`config.mk`:
```
export PLATFORM = sky130hd
export DESIGN_NAME = logic_gates_seq
export DESIGN_NICKNAME = d
export VERILOG_FILES = /design/src/rtl/logic_gates_seq.sv
export SDC_FILE = /design/constraint.sdc
export NUM_CORES = 1
export LEC_CHECK = 0
export BUFFER_PORTS_ARGS = -buffer_cell sky130_fd_sc_hd__buf_4
export CAP_MARGIN = 10
export CORE_ASPECT_RATIO = 1.5
export CORE_UTILIZATION = 50
export DETAILED_ROUTE_END_ITERATION = 10
export GPL_TIMING_DRIVEN = 0
export PLACE_DENSITY = 0.76
export SKIP_LAST_GASP = 1
export SYNTH_ARGS = -nofsm -noshare
export SYNTH_HDL_FRONTEND = slang
export SYNTH_SLANG_ARGS = --single-unit
```
`constraint.sdc`:
```
create_clock -name clk -period 1.85 [get_ports clk]
set_input_delay 0.4625 -clock clk [delete_from_list [all_inputs] [get_ports clk]]
set_output_delay 0.4625 -clock clk [all_outputs]
set_load 0.05 [all_outputs]
```
`src/rtl/logic_gates_seq.sv`:
```
// Truth-table sequencer for the six 2-input gates: steps x through 00..11 per gate,
// either on a divided tick (RUN) or one step per button press (PAUSE).
module logic_gates_seq #(
    parameter int TICK_DIV = 12000000,
    parameter int CNT_W    = 24
) (
    input  logic       clk,
    input  logic       rst,
    input  logic       btn_run,
    input  logic       btn_step,
    output logic [1:0] x_out,
    output logic [2:0] gate_sel,
    output logic       z,
    output logic       running,
    output logic       wrap,
    output logic [5:0] leds
);

    typedef enum logic {
        S_PAUSE = 1'b0,
        S_RUN   = 1'b1
    } state_t;

    localparam logic [CNT_W-1:0] TICK_LAST = CNT_W'(TICK_DIV - 1);

    state_t           r_state;
    state_t           w_state_nxt;
    logic             r_run_s1, r_run_s2, r_run_prev;
    logic             r_step_s1, r_step_s2, r_step_prev;
    logic [2:0]       r_fill;
    logic [CNT_W-1:0] r_cnt;
    logic [1:0]       r_combo;
    logic [2:0]       r_gate;
    logic             r_wrap;
    logic             w_run_edge, w_step_edge, w_tick;
    logic             w_step, w_cnt_clr, w_cnt_inc, w_last;
    logic             w_z;

    // r_fill masks edges until prev has caught up with a level held through reset release
    always_ff @(posedge clk) begin
        if (rst) begin
            r_run_s1    <= 1'b0;
            r_run_s2    <= 1'b0;
            r_run_prev  <= 1'b0;
            r_step_s1   <= 1'b0;
            r_step_s2   <= 1'b0;
            r_step_prev <= 1'b0;
            r_fill      <= 3'b000;
        end else begin
            r_run_s1    <= btn_run;
            r_run_s2    <= r_run_s1;
            r_run_prev  <= r_run_s2;
            r_step_s1   <= btn_step;
            r_step_s2   <= r_step_s1;
            r_step_prev <= r_step_s2;
            r_fill      <= {r_fill[1:0], 1'b1};
        end
    end

    assign w_run_edge  = r_run_s2 & ~r_run_prev & r_fill[2];
    assign w_step_edge = r_step_s2 & ~r_step_prev & r_fill[2];
    assign w_tick      = (r_cnt == TICK_LAST);

    always_ff @(posedge clk) begin
        if (rst) begin
            r_state <= S_PAUSE;
        end else begin
            r_state <= w_state_nxt;
        end
    end

    always_comb begin
        w_state_nxt = r_state;
        w_step      = 1'b0;
        w_cnt_clr   = 1'b0;
        w_cnt_inc   = 1'b0;
        case (r_state)
            S_PAUSE: begin
                if (w_run_edge) begin
                    w_state_nxt = S_RUN;
                    w_cnt_clr   = 1'b1;
                end else if (w_step_edge) begin
                    w_step = 1'b1;
                end
            end
            S_RUN: begin
                if (w_run_edge) begin
                    w_state_nxt = S_PAUSE;
                end else if (w_tick) begin
                    w_step    = 1'b1;
                    w_cnt_clr = 1'b1;
                end else begin
                    w_cnt_inc = 1'b1;
                end
            end
            default: w_state_nxt = S_PAUSE;
        endcase
    end

    always_ff @(posedge clk) begin
        if (rst) begin
            r_cnt <= '0;
        end else if (w_cnt_clr) begin
            r_cnt <= '0;
        end else if (w_cnt_inc) begin
            r_cnt <= r_cnt + 1'b1;
        end
    end

    assign w_last = (r_gate == 3'd5) && (r_combo == 2'd3);

    always_ff @(posedge clk) begin
        if (rst) begin
            r_combo <= 2'd0;
            r_gate  <= 3'd0;
            r_wrap  <= 1'b0;
        end else begin
            r_wrap <= w_step & w_last;
            if (w_step) begin
                r_combo <= r_combo + 2'd1;
                if (r_combo == 2'd3) begin
                    r_gate <= (r_gate == 3'd5) ? 3'd0 : r_gate + 3'd1;
                end
            end
        end
    end

    always_comb begin
        w_z = 1'b0;
        case (r_gate)
            3'd0: w_z =   r_combo[0] & r_combo[1];
            3'd1: w_z =   r_combo[0] | r_combo[1];
            3'd2: w_z =   r_combo[0] ^ r_combo[1];
            3'd3: w_z = ~(r_combo[0] & r_combo[1]);
            3'd4: w_z = ~(r_combo[0] | r_combo[1]);
            3'd5: w_z = ~(r_combo[0] ^ r_combo[1]);
            default: w_z = 1'b0;
        endcase
    end

    assign x_out    = r_combo;
    assign gate_sel = r_gate;
    assign z        = w_z;
    assign running  = (r_state == S_RUN);
    assign wrap     = r_wrap;
    assign leds     = {r_gate, w_z, r_combo};

endmodule

```
==> results_dict.tcl, run 1 <==
set metrics [dict create \
    status "finished with violations" \
    violations "setup timing" \
    yosysWarningCount 0 \
    holdPathEnd "r_run_s1" \
    tritoncts "built" \
    r2r_start "r_cnt[8]" \
    relSlewSlack_pct 63.5 \
    initial_core_util_pct 52.4 \
    avgSynthCellArea_um2 8.86 \
    drt_wl_total_um 5010 \
    fin_crit_sh_pct 115 \
    numClockSinks 40 \
    grt_antenna_before_repair 0 \
    final_area_mm2 0.00281 \
    synth_top_area_share_pct 39.0 \
    overflow 0 \
    min_period_ns 2.13 \
    final_common_cell "buf_4" \
    min_path_cells 2 \
    synth_edf_count 0 \
    cts_max_path_buffers 2 \
    crit_slowest_cell "dfxtp_4" \
    async_reset_ff_share_pct 0 \
    drtPass1Iterations 4 \
    wl_per_cell_um 15.5 \
    syn_to_final_growth_pct 36.8 \
    hp-start "btn_run" \
    crit_fanout 4 \
    synth.area.top_cells "dfxtp_1, xnor2_1, a21oi_1" \
    dieHeight_um 80.5 \
    drive_gt1_share_pct 41.2 \
    r2r-end "wrap" \
    die_x_um 54.4 \
    vias 1881 \
    yosysTopAreaCell "dfxtp_1" \
    insertion_delay_ns 0.30 \
    hold_viol 0 \
    skew_ns 0.00499 \
    cp.arrival_ns 1.67 \
    yosysSeqAreaShare_pct 39.0 \
    end_kind "output pin" \
    maxCapViolations 0 \
    path_cells "ha_4 > or3_1 > o211ai_1 > o221ai_4 > buf_6 > buf_8" \
    nets 284 \
    rsz0062_at_grt "yes" \
    dp_cells 293 \
    critPathRequiredTime_ns 1.39 \
    core_region_area_mm2 0.00392 \
    grt_pass1_wl_um 7650 \
    ys_types 50 \
    layout_common_cells "buf_4, dfxtp_1, nor2_1" \
    reg2reg_depth 7 \
    ys.flop_type "dfxtp_1" \
    globalplace.congestion 0.783 \
    crit_family "flip-flops" \
    fmax_ghz 0.470 \
    reg2reg_slack_ns -0.14 \
    drtAntennaViolNets 0 \
    io_pins 18 \
    cp-start-kind "flop" \
    syn_area_mm2 0.00206 \
    rows 28 \
    layout_setup_ws_ns -0.279 \
    tightest_slew_ns 0.533 \
    critPathBufInv 2 \
    p_per_area_mw_per_mm2 643 \
    numPortBuffers 16 \
    remaining_drc_errors 0 \
    yosys_register_bits 40 \
    grt_start_max_net_pins 15 \
    crit_path_start "x_out[1]" \
    hpwlAfterDp_um 3020 \
    grt.total_usage_pct 24.1 \
    root_buffer "clkbuf_8" \
    clk_pin_slew_ns 0.08 \
    via_per_inst 5.84 \
    cpPeakStageDelay_ns 0.37 \
    syn_inst 232 \
    worstSetupPathType "flop to output pin" \
    diodes 0 \
    hold_buffers 0 \
    dieArea_mm2 0.00438 \
    stdcell_count 322 \
    drtIter0Drc 60 \
    h-tree-depth 2 \
    min_path_type "primary input to flop" \
    synthesis.nets 240 \
    first_global_vias 1705 \
    p_leak_nw 0.994 \
    ir_worst_vdd_mv 0.943 \
    slew_violations 0 \
    setup_viol 32 \
    placed_cell_area_mm2 0.00232 \
    fillCellCount 276 \
    cts_inserted_buffers 5 \
]
## cells by family (layout without fill, tap and decap cells)
group           after synthesis  after routing  synth area share (%)
compound gates               45             45                  15.2
xor+xnor                     14             14                  5.96
fa+ha+maj                     4              4                  2.43
buf+inv                      29             74                  7.49
flops                        40             40                  39.0
mux                           1              1                 0.487
simple gates                 99             99                  29.5
## repair_timing
action | 4_1_cts | 5_1_grt
resized for setup | 43 | 15
setup buffers | 18 | 5
pin swaps | 13 | 10
cloned | 2 | 0
endpoints found under the setup margin | 29 | 32
## worst max path at each step
stage	to	slack, ns	cells after the start
4_1_cts	leds[2]	-0.33	6
2_1_floorplan	leds[2]	-0.24	6
3_5_place_dp	r_cnt[2]	-0.22	7
3_3_place_gp	r_cnt[18]	-0.22	7
5_1_grt	leds[2]	-0.34	6
6_report	leds[2]	-0.28	6
## where the power goes
part           internal (mW)  leakage (nW)  switching, mW
combinational         0.0837         0.603          0.112
sequential             0.864         0.336         0.0129
clock                  0.406        0.0548          0.330
total                   1.35         0.994          0.455
## through the flow
| step | setup TNS, ns | hold slack (ns) | power (mW) | worst slack (ns) | utilization, % |
|---|---|---|---|---|---|
| after floorplan | -0.536 | 0.414 | 1.02 | -0.242 | - |
| after global placement | -4.63 | 0.418 | 1.06 | -0.221 | 59.2 |
| after detailed placement | -4.64 | 0.422 | 1.06 | -0.220 | 59.2 |
| after CTS | -1.16 | 0.361 | 1.82 | -0.327 | 69.2 |
| after global routing | -4.33 | 0.388 | 1.87 | -0.339 | 71.7 |
| final | -2.86 | 0.366 | 1.81 | -0.279 | 71.7 |
## layer usage
layer	wire length (µm)	global-route usage, %
met5	0	0
met4	152	14.6
met3	177	5.49
met2	2680	40.6
met1	1990	25.8
## Yosys cell counts (2+ instances only)
master     instances
a2111oi_0          2
a211oi_1           3
a21oi_1           16
and2_1             3
and4_1             3
buf_4             10
clkbuf_1           5
dfxtp_1           40
ha_1               4
inv_1             13
nand2_1           14
nand3_1            7
nand4_1            9
nand4b_1           2
nand4bb_1          2
nor2_1            19
nor2b_1            8
nor3_1             4
nor3b_1            4
o211ai_1           2
o21ai_0            4
o311ai_1           2
o31ai_1            8
or3_1              4
or4_1              7
xnor2_1           13
## area by class of cell
class | count | area [µm²] | share of cell area (%)
Buffer | 13 | 109 | 3.87
Clock buffer | 5 | 68.8 | 2.45
Clock inverter | 3 | 46.3 | 1.65
Inverter | 13 | 48.8 | 1.74
Multi-Input combinational cell | 163 | 1280 | 45.7
Sequential cell | 40 | 841 | 29.9
Tap cell | 45 | 56.3 | 2.00
Timing Repair Buffer | 40 | 358 | 12.7
## registers in the layout, summed over array words and instances (netlist names)
name         cells
r_fill           3
gate_sel         3
running          1
r_run_s1         1
wrap             1
r_step_s1        1
r_run_prev       1
r_step_s2        1
r_run_s2         1
x_out            2
r_cnt           24
r_step_prev      1
Power figures use the tool's default switching activity.
==> run 2: changes to the inputs <==
Settings changed: CORE_MARGIN set to 1, CTS_BUF_LIST set to sky130_fd_sc_hd__clkbuf_2.
==> run 2 against run 1 <==
Effect of this change: the run still ends with setup timing left; via count is 3.9% higher; final area is 2.8% higher; cell count is 2.5% higher; clock skew is 0.012 ns higher; total power is 10% lower; flip-flop and latch count stayed put; clock power is 25% lower; critical path depth stayed put; global-route usage is 1.8 points higher; critical path type unchanged; critical endpoint unchanged; highest routed layer unchanged.
==> results_dict.tcl, run 2 (same netlist as run 1, synthesis figures left out) <==
set metrics [dict create \
    crit_slowest_cell "dfxtp_4" \
    min_period_ns 2.31 \
    tritoncts "built" \
    vias 1955 \
    insertion_delay_ns 0.42 \
    p_per_area_mw_per_mm2 562 \
    numClockSinks 40 \
    hold_buffers 0 \
    timing.hold.ws_ns 0.225 \
    reg2reg_depth 8 \
    largest_register "r_cnt" \
    path_cells "ha_4 > or3_1 > o211ai_1 > o221ai_4 > buf_6 > buf_8" \
    regArea_um2 850 \
    post-route-util_pct 73.7 \
    via_per_inst 5.92 \
    syn_to_final_growth_pct 40.6 \
    combPwrFrac_pct 12.3 \
    power.clock.fraction_pct 33.8 \
    drt_wl_total_um 5510 \
    critPathRequiredTime_ns 1.39 \
    hpwlAfterDp_um 3020 \
    p_leak_nw 1.01 \
    clk_pin_slew_ns 0.23 \
    fmax_ghz 0.432 \
    io_pins 18 \
    fillCellCount 278 \
    r2r-end "r_cnt[8]" \
    relSlewSlack_pct 61.3 \
    first_global_vias 1806 \
    slew_violations 0 \
    hold_viol 0 \
    layout_setup_ws_ns -0.465 \
    cts_inserted_buffers 5 \
    largest_reg_flops 24 \
    rsz0062_at_grt "yes" \
    h-tree-depth 2 \
    grt.total_usage_pct 25.8 \
    grt_pass1_wl_um 8170 \
    die_x_um 54.4 \
    power.switching_mw 0.446 \
    root_buffer "clkbuf_2" \
    grt_start_max_net_pins 15 \
    skew_ns 0.0171 \
    crit_fanout 4 \
    initial_core_util_pct 52.4 \
    min_path_type "primary input to flop" \
    r2r_start "r_cnt[13]" \
    seqPwrFrac_pct 53.9 \
    cts_max_path_buffers 2 \
    worstSetupPathType "flop to output pin" \
    drtIter0Drc 56 \
    globalplace.congestion 0.783 \
    dieArea_mm2 0.00438 \
    hp-start "btn_run" \
    rows 28 \
    overflow 0 \
    layout_common_cells "buf_4, dfxtp_1, buf_6" \
    fin_crit_sh_pct 125 \
    nets 292 \
    end_kind "output pin" \
    intPower_mw 1.18 \
    drive_gt1_share_pct 46.7 \
    remaining_drc_errors 0 \
    drtPass1Iterations 4 \
    multi_input_area_mm2 0.00134 \
    final_common_cell "buf_4" \
    tightest_slew_ns 0.581 \
    dieHeight_um 80.5 \
    numPortBuffers 16 \
    holdPathEnd "r_run_s1" \
    cp-start-kind "flop" \
    setup_viol 31 \
    cp.arrival_ns 1.85 \
    violations "setup timing" \
    diodes 0 \
    wl_per_cell_um 16.7 \
    reg2reg_slack_ns -0.13 \
    maxCapViolations 0 \
    switching_share_pct 27.4 \
    cpPeakStageDelay_ns 0.41 \
    ir_worst_vdd_mv 0.629 \
    status "finished with violations" \
    drtAntennaViolNets 0 \
    core_region_area_mm2 0.00392 \
    min_path_cells 2 \
    grt_antenna_before_repair 0 \
]
-- run 2: layout make-up --
type | count | area share, %
buffer | 14 | 4.29
clock buffer | 5 | 0.866
clock inverter | 3 | 1.60
inverter | 13 | 1.69
multi-input combinational | 163 | 46.3
sequential | 40 | 29.4
tap | 45 | 1.95
timing repair buffer | 47 | 13.9
-- run 2: power by group through the flow --
stage / clock, mW / combinational, mW / sequential [mW]
after CTS: 0.558 / 0.197 / 0.876
after floorplan: 0 / 0.110 / 0.912
after detailed placement: 0 / 0.163 / 0.901
after global routing: 0.599 / 0.212 / 0.879
after global placement: 0 / 0.160 / 0.900
final: 0.550 / 0.200 / 0.876
-- run 2: worst max-delay path by stage --
stage / start / endpoint / slack (ns) / cells past startpoint
after floorplan: x_out[0] / leds[2] / -0.24 / 6
after global placement: r_cnt[22] / r_cnt[18] / -0.22 / 7
after detailed placement: r_cnt[22] / r_cnt[2] / -0.22 / 7
after CTS: x_out[1] / leds[2] / -0.50 / 6
after global routing: x_out[1] / leds[2] / -0.54 / 6
final: x_out[1] / leds[2] / -0.46 / 6
-- run 2: what timing repair did --
item	4_1_cts	5_1_grt
gates resized for setup	54	27
setup endpoints to repair	30	32
cloned	3	0
pin swaps	13	15
setup buffers	25	4
-- run 2: layer usage --
metal / share of wire (%) / GRT usage [%] / wire length (µm)
met1: 38 / 26.9 / 2110
met5: 0 / 0 / 0
met3: 3.8 / 4.36 / 212
met4: 2.7 / 14.9 / 150
met2: 55 / 45.9 / 3030
-- run 2: per-stage QoR --
step	setup TNS, ns	setup slack [ns]	instances	total power, mW	instance area [µm²]
floorplan	-0.536	-0.242	232	1.02	2150
global placement	-4.63	-0.221	293	1.06	2320
detailed placement	-4.64	-0.220	293	1.06	2320
CTS	-2.47	-0.499	327	1.63	2780
global route	-4.91	-0.544	330	1.69	2890
finish	-2.99	-0.465	330	1.63	2890
-- run 2: critical path, delay by kind of cell (launching register included) --
kind / cells / cell delay, ns
flip-flops: 1 / 0.41
AND/OR/NAND/NOR: 1 / 0.31
AO/OA/AOI/OAI: 2 / 0.28
buffers and inverters: 2 / 0.27
adder cells (fa/ha/maj): 1 / 0.15
